$ cat src/rtl/button_debounce_if.sv
// Connects the debouncer to the button side and to the edge-detect stage.
// glitch_count and the GLITCH_W parameter exist only when DEBOUNCE_GLITCH_CNT_EN is defined.
interface button_debounce_if
`ifdef DEBOUNCE_GLITCH_CNT_EN
    #(parameter int GLITCH_W = 8)
`endif
    ;
    logic btn_raw;
    logic btn_level;
    logic btn_busy;
`ifdef DEBOUNCE_GLITCH_CNT_EN
    logic [GLITCH_W-1:0] glitch_count;

    modport master (output btn_raw, input btn_level, btn_busy, glitch_count);
    modport slave  (input btn_raw, output btn_level, btn_busy, glitch_count);
`else
    modport master (output btn_raw, input btn_level, btn_busy);
    modport slave  (input btn_raw, output btn_level, btn_busy);
`endif
endinterface

$ cat src/rtl/button_debounce.sv
// Pushbutton debouncer: a synchroniser chain followed by a 4-state stability FSM with a hold-off counter.
// Optional aborted-transition counter enabled by defining DEBOUNCE_GLITCH_CNT_EN.
module button_debounce #(
    parameter int SYNC_STAGES   = 2,
    parameter int STABLE_CYCLES = 1000000,
    parameter int CNT_WIDTH     = 20
`ifdef DEBOUNCE_GLITCH_CNT_EN
    , parameter int GLITCH_W    = 8
`endif
) (
    input  logic              clk,
    input  logic              reset_n,
    button_debounce_if.slave  bus
);

    typedef enum logic [1:0] {
        STABLE_LO = 2'd0,
        WAIT_HI   = 2'd1,
        STABLE_HI = 2'd2,
        WAIT_LO   = 2'd3
    } state_e;

    localparam logic [CNT_WIDTH-1:0] CNT_LAST = CNT_WIDTH'(STABLE_CYCLES - 1);

    logic [SYNC_STAGES-1:0] sync_q;
    logic                   s;
    state_e                 state_q, state_d;
    logic [CNT_WIDTH-1:0]   cnt_q, cnt_d;
    logic                   level_q, level_d;
    logic                   busy_q, busy_d;

    // NOTE: every flop here, including the synchroniser chain, takes its reset value;
    // a power-up X on the chain would otherwise reach the FSM as a phantom edge.
    always_ff @(posedge clk) begin
        if (!reset_n) begin
            sync_q <= '0;
        end else begin
            sync_q <= {sync_q[SYNC_STAGES-2:0], bus.btn_raw};
        end
    end

    assign s = sync_q[SYNC_STAGES-1];

    // NOTE: sequential state uses non-blocking assignments only, so every flop sees
    // pre-edge values regardless of the order in which the processes run.
    always_ff @(posedge clk) begin
        if (!reset_n) begin
            state_q <= STABLE_LO;
            cnt_q   <= '0;
            level_q <= 1'b0;
            busy_q  <= 1'b0;
        end else begin
            state_q <= state_d;
            cnt_q   <= cnt_d;
            level_q <= level_d;
            busy_q  <= busy_d;
        end
    end

    // NOTE: every output of this block gets a default first, so no path can infer a latch.
    always_comb begin
        state_d = state_q;
        cnt_d   = cnt_q;
        unique case (state_q)
            STABLE_LO: if (s) begin
                state_d = WAIT_HI;
                cnt_d   = '0;
            end
            WAIT_HI: begin
                if (!s) begin
                    state_d = STABLE_LO;
                    cnt_d   = '0;
                end else if (cnt_q == CNT_LAST) begin
                    state_d = STABLE_HI;
                    cnt_d   = '0;
                end else begin
                    cnt_d = cnt_q + CNT_WIDTH'(1);
                end
            end
            STABLE_HI: if (!s) begin
                state_d = WAIT_LO;
                cnt_d   = '0;
            end
            WAIT_LO: begin
                if (s) begin
                    state_d = STABLE_HI;
                    cnt_d   = '0;
                end else if (cnt_q == CNT_LAST) begin
                    state_d = STABLE_LO;
                    cnt_d   = '0;
                end else begin
                    cnt_d = cnt_q + CNT_WIDTH'(1);
                end
            end
            default: begin
                state_d = STABLE_LO;
                cnt_d   = '0;
            end
        endcase
        // Outputs are decoded from the next state so they register on the same edge as the state.
        level_d = (state_d == STABLE_HI) || (state_d == WAIT_LO);
        busy_d  = (state_d == WAIT_HI)   || (state_d == WAIT_LO);
    end

    assign bus.btn_level = level_q;
    assign bus.btn_busy  = busy_q;

`ifdef DEBOUNCE_GLITCH_CNT_EN
    logic                abort;
    logic [GLITCH_W-1:0] glitch_q;

    assign abort = ((state_q == WAIT_HI) && !s) || ((state_q == WAIT_LO) && s);

    always_ff @(posedge clk) begin
        if (!reset_n) begin
            glitch_q <= '0;
        end else if (abort && (glitch_q != '1)) begin
            glitch_q <= glitch_q + GLITCH_W'(1);
        end
    end

    assign bus.glitch_count = glitch_q;
`endif

endmodule

$ cat src/flat_wrapper.sv
// flat-port wrapper written by rule: the top's interface ports become plain ports
module button_debounce_flat 
#(
    parameter int SYNC_STAGES   = 2,
    parameter int STABLE_CYCLES = 1000000,
    parameter int CNT_WIDTH     = 20

)
  (clk, reset_n, bus_btn_raw, bus_btn_level, bus_btn_busy);
  button_debounce_if bus_i ();
  input  logic clk;
  input  logic reset_n;
  input wire logic [$bits(bus_i.btn_raw)-1:0] bus_btn_raw;
  output wire logic [$bits(bus_i.btn_level)-1:0] bus_btn_level;
  output wire logic [$bits(bus_i.btn_busy)-1:0] bus_btn_busy;
  assign bus_i.btn_raw = bus_btn_raw;
  assign bus_btn_level = bus_i.btn_level;
  assign bus_btn_busy = bus_i.btn_busy;
  button_debounce #(.SYNC_STAGES(SYNC_STAGES), .STABLE_CYCLES(STABLE_CYCLES), .CNT_WIDTH(CNT_WIDTH)) u_core (.clk(clk), .reset_n(reset_n), .bus(bus_i));
endmodule
$ cat config.mk
export PLATFORM = sky130hd
export DESIGN_NAME = button_debounce_flat
export DESIGN_NICKNAME = d
export VERILOG_FILES = /design/src/rtl/button_debounce_if.sv /design/src/rtl/button_debounce.sv /design/src/flat_wrapper.sv
export SDC_FILE = /design/constraint.sdc
export NUM_CORES = 1
export LEC_CHECK = 0
export BUFFER_PORTS_ARGS = -buffer_cell sky130_fd_sc_hd__buf_2
export CORE_MARGIN = 2
export CORE_UTILIZATION = 59
export DETAILED_ROUTE_END_ITERATION = 16
export PLACE_DENSITY = 0.86
export SLEW_MARGIN = 20
export SYNTH_ARGS = -nofsm -noshare
export SYNTH_HDL_FRONTEND = slang
export SYNTH_SLANG_ARGS = --single-unit
$ cat constraint.sdc
create_clock -name clk -period 2.4 [get_ports clk]
set_input_delay 0.48 -clock clk [delete_from_list [all_inputs] [get_ports clk]]
set_output_delay 0.48 -clock clk [all_outputs]
set_load 0.03 [all_outputs]
Word level (Yosys, flattened, before mapping)
Index checks and enable logic that the tools add are counted.
{ "op_classes": {"n_eq_ne": 9, "reduce_logical": 4, "n_mux": 13, "n_addsub": 1} }
{ "ops": {"columns": ["operator", "n"], "rows": [
  ["$mux 20", 5],
  ["$pmux 20 s4", 1],
  ["$add 20x1->20 const B", 1],
  ["$eq 20x20->1 const B", 1],
  ["$mux 2", 6],
  ["$eq 2x2->1 const B", 4],
  ["$pmux 2 s4", 1],
  ["$eq 2x1->1 const B", 2],
  ["$logic_not 2->1", 1],
  ["$logic_or 1x1->1", 2],
  ["$ne 2x1->1 const B", 1],
  ["$ne 2x2->1 const B", 1],
  ["$reduce_and 2->1", 1]
]} }
{ "word_totals": {"reg_bits": 26, "word_cells": 32, "in_bits": 3, "output_inout_bits": 2} }

Logic depth before layout (Yosys ltp)
{ "logic_depth": {"word_depth": 6, "mapped_depth": 7, "ltp_nobuf": 6} }

Least setup slack after synthesis
OpenSTA, ideal clock, no wires.
{ "synth_timing": {"path_kind": "reg-to-reg", "start": "register u_core.cnt_q[0]", "end": "register u_core.cnt_q[13]", "path_buffers": 1, "required_ns": 2.283, "setup_time_ns": 0.117, "arrival_ns": 1.586, "path_stages_with_launch": 7, "synth_period_minus_slack_ns": 1.703, "setup_slack_ns": 0.697, "cell_sequence": "dfxtp_1 -> ha_1 -> nand3_1 -> nor4_4 -> a21oi_2 -> buf_2 -> a22o_1"} }
{ "synth_between": {"elab_chain_len": 4, "elab_cells_between_ends": 6, "classes_between": "add/sub (1); eq/ne (1); mux (4)"} }
{ "synth_rtl": {"columns": ["item", "line_no", "text"], "rows": [
  ["start: declaration", "button_debounce.sv:28", "logic [CNT_WIDTH-1:0] cnt_q, cnt_d;"],
  ["start signal: assignment", "button_debounce.sv:54", "cnt_q <= cnt_d;"],
  ["$add 20x1->20 / $eq 20x20->1 (equally long branches)", null, null],
  ["$mux 20 (*)", "button_debounce.sv:73, button_debounce.sv:88", null],
  ["$mux 20, on equally long branches", "button_debounce.sv:85, button_debounce.sv:70", null],
  ["$pmux 20 s4 (*)", "button_debounce.sv:64", "unique case (state_q)"]
]} }
Every way passes the cells marked *; elsewhere a longest branch is shown, timed or not.
A chain may end at the register's enable or synchronous reset.

Final worst setup path
{ "layout_timing": {"start": "register u_core.cnt_q[0]", "end": "register u_core.cnt_q[7]"} }
The elaborated chain is that of the path after synthesis.

==> results.ini <==
[route]
vias_per_cell=6.184
dr.first_iter.drc_count=41
via_count_of_the_routed_design=1107
detail_route.wl_per_cell_um=14.41
route.final.wire_length_um=2579
detailedRoute.firstPassIterationCount=4
route.detailed.drc=0
ant_nets=0

[power_and_ir_drop]
seqPwrFrac=0.669
share_comb_of_total_power=0.042
p_leak_nw=0.4456
power.net_switching_mw=0.1361
clock_power_share=0.289
power.density_nw_per_um2=474.0
power.share.switching=0.2175
power.ir.vdd_worst_uv=299.4
power_report.internal_total_mw=0.4896

[critical_path]
r2r-end=u_core.cnt_q[7]
rr_worst_depth=6
timing.critical_path.from_type=flip-flop
crit_path_end_kind=flip-flop
path_cells=ha_1 > nand3_1 > nor4_4 > a21oi_2 > nand3_1 > mux2i_1
worstPathRequired_ps=2640
cpMostUsedCell=sky130_fd_sc_hd__nand3_1
cp_slowest_cell=sky130_fd_sc_hd__a21oi_2
critical_path.max_stage_delay_ps=650
timing.reg2reg.setup_slack_ps=430
r2r-start=u_core.cnt_q[0]
path_max_fanout=21
critical_path_arrival_ps=2220
cp_top_family=compound AO/OA/AOI/OAI gates
timing_worst_setup_path_type=reg -> reg
critPathBufInv=0

[floorplan]
die_area_um2=2537
ios=5
die_y_um=50.37
core_area_um2=2002
starting_density_of_the_core=0.6338
die_w_um=50.37
row_count=16

[grt]
first_global_vias=998
grt_start_max_net_pins=22
grt_overflow=0
antenna_found_initial=0
track_usage=0.2213
grt_pass1_wl_um=4319

[synth]
yosys_warnings=0
netlist_cell_types=33
number_of_synthesized_flops_with_an_enable_pin=0
synth.yosys.seq_area_share=0.3945
mappedNetlistArea_um2=1269
postSynth.topFlopCell=sky130_fd_sc_hd__dfxtp_1
async_flop_share=0
syn_avg_cell_area_um2=8.515
synth.ff_latch_count=25
synth_nets=153
post_synth_inst_count=149

[sta]
tightest_slew_ps=837.5
finalSetupTns_ps=0
hold-worst-slack_ps=368.6
timing.fmax_ghz=0.5073
grt_setup_unrepaired=no
max_slew_margin=0.4416
fin_worst_skew_ps=3.137
drv_slew=0
period_needed_ps=1971
hold_violation_count_in_the_final_report=0
finalSetupViolCount=0
final.period_utilization=0.8213

[placement]
dpl.hpwl_um=1872
gp_routability_congestion=0.8780
port_buffers=4

[final_layout]
regArea_um2=500.5
antenna_cells_inserted=0
multi_input_gate_area_um2=735.7
nets=157
fillers=179
area_growth_from_synthesis_to_layout_pct=4.044
post_route_cells_drive_above_1_share=0.08553

[clock_network]
clock_sinks=25
ctsResizeCount=0
clock_tree.buffer_depth=2
clock_tree_from_tritoncts=done
worst_skew_pair_latency_ps=310
cts_htree_levels=1
hold_buffers=0
worst_setup_hold_path_clk_slew_ps=130
post_cts_buffers=0
numCtsBuffers=3
cts_root_buffer=sky130_fd_sc_hd__clkbuf_4

[status]
status=completed

[min_path]
hold_end=u_core.sync_q[0]
worst_hold_path.num_cells=2
min_path_type=in -> reg
min_from=bus_btn_raw

[flow_run]
maxCapViolCount=0

==> logic make-up (layout without fill, tap and decap cells) <==
group	Yosys count	count (layout)	share of synthesized area
adders and majority gates	1	1	0.009860
muxes	8	8	0.06312
buffers and inverters	6	9	0.02564
and+or+nand+nor	76	76	0.3304
xor gates and xnor gates	7	7	0.04832
AOI/OAI and AO/OA	26	26	0.1282
DFF	25	25	0.3945
==> layout make-up <==
cell class,count,area share
tap,27,0.02559
clock buffer,4,0.01991
timing repair buffer,4,0.01517
inverter,1,0.002844
sequential,25,0.3791
multi-input combinational,118,0.5573
==> stage by stage <==
| stage | power [mW] | utilization | area, um2 | setup WS [ps] | std cells |
|---|---|---|---|---|---|
| after CTS | 0.6334 | 0.6594 | 1320 | 421.8 | 179 |
| after global placement | 0.4525 | 0.6463 | 1294 | 522.6 | 175 |
| after global routing | 0.6512 | 0.6594 | 1320 | 248.1 | 179 |
| final | 0.6257 | 0.6594 | 1320 | 428.9 | 179 |
| after floorplan | 0.4459 | - | 1269 | 697.2 | 149 |
| after detailed placement | 0.4533 | 0.6463 | 1294 | 440.0 | 175 |
==> sequential cells by signal, summed over array words and instances (netlist names) <==
signal and count:
u_core.cnt_q 20, u_core.state_q 2, u_core.sync_q 2, u_core.bus.btn_level 1
==> power groups by stage <==
stage,logic [mW],clock network (mW),registers (mW)
after global placement,0.0248,0,0.428
after floorplan,0.0175,0,0.428
final,0.0264,0.181,0.418
after global routing,0.0290,0.203,0.419
after CTS,0.0258,0.189,0.419
after detailed placement,0.0256,0,0.428
==> metal layers <==
metal / up-vias / global-route usage / part of all wire
met1: 514 / 0.2830 / 0.45
li1: 549 / - / -
met5: - / 0 / 0
met2: 38 / 0.3728 / 0.49
met3: 6 / 0.02679 / 0.040
met4: 0 / 0.09910 / 0.019
==> synthesized netlist by cell type, types with 2 or more instances <==
cell	count	area [um2]
sky130_fd_sc_hd__a21oi_1	9	45.04
sky130_fd_sc_hd__a21oi_2	2	17.52
sky130_fd_sc_hd__a22o_1	3	26.28
sky130_fd_sc_hd__a22oi_1	2	15.01
sky130_fd_sc_hd__a31oi_1	5	31.28
sky130_fd_sc_hd__and2_1	4	25.02
sky130_fd_sc_hd__and3_1	5	31.28
sky130_fd_sc_hd__and4_1	2	17.52
sky130_fd_sc_hd__buf_2	2	10.01
sky130_fd_sc_hd__clkbuf_1	2	7.510
sky130_fd_sc_hd__dfxtp_1	25	500.5
sky130_fd_sc_hd__mux2i_1	8	80.08
sky130_fd_sc_hd__nand2_1	16	60.06
sky130_fd_sc_hd__nand3_1	14	70.07
sky130_fd_sc_hd__nand3b_1	3	22.52
sky130_fd_sc_hd__nand4_1	5	31.28
sky130_fd_sc_hd__nor2_1	16	60.06
sky130_fd_sc_hd__nor3_1	3	15.01
sky130_fd_sc_hd__nor4_1	2	12.51
sky130_fd_sc_hd__o21ai_1	3	15.01
sky130_fd_sc_hd__xnor2_1	5	43.79
sky130_fd_sc_hd__xor2_1	2	17.52
==> cells in the final DEF (no fill, tap or decap), drive strengths merged, types with 2 or more instances in the layout <==
master | Yosys | layout
a21oi | 11 | 11
a22o | 3 | 3
a22oi | 2 | 2
a31oi | 5 | 5
and2 | 4 | 4
and3 | 5 | 5
and4 | 2 | 2
buf | 3 | 4
clkbuf | 2 | 4
dfxtp | 25 | 25
mux2i | 8 | 8
nand2 | 16 | 16
nand3 | 14 | 14
nand3b | 3 | 3
nand4 | 5 | 5
nor2 | 16 | 16
nor3 | 4 | 4
nor4 | 3 | 3
o21ai | 4 | 4
or4b | 2 | 2
xnor2 | 5 | 5
xor2 | 2 | 2
==> how the worst max path moves through the flow <==
stage                     from               end  slack, ps  cells after the start
3_5_place_dp   u_core.cnt_q[0]   u_core.cnt_q[7]        440                      6
4_1_cts        u_core.cnt_q[0]  u_core.cnt_q[12]        420                      6
2_1_floorplan  u_core.cnt_q[0]  u_core.cnt_q[13]        700                      6
5_1_grt        u_core.cnt_q[0]   u_core.cnt_q[7]        250                      6
3_3_place_gp   u_core.cnt_q[0]  u_core.cnt_q[11]        520                      6
6_report       u_core.cnt_q[0]   u_core.cnt_q[7]        430                      6
No activity file was read; power rests on OpenSTA's default activity.
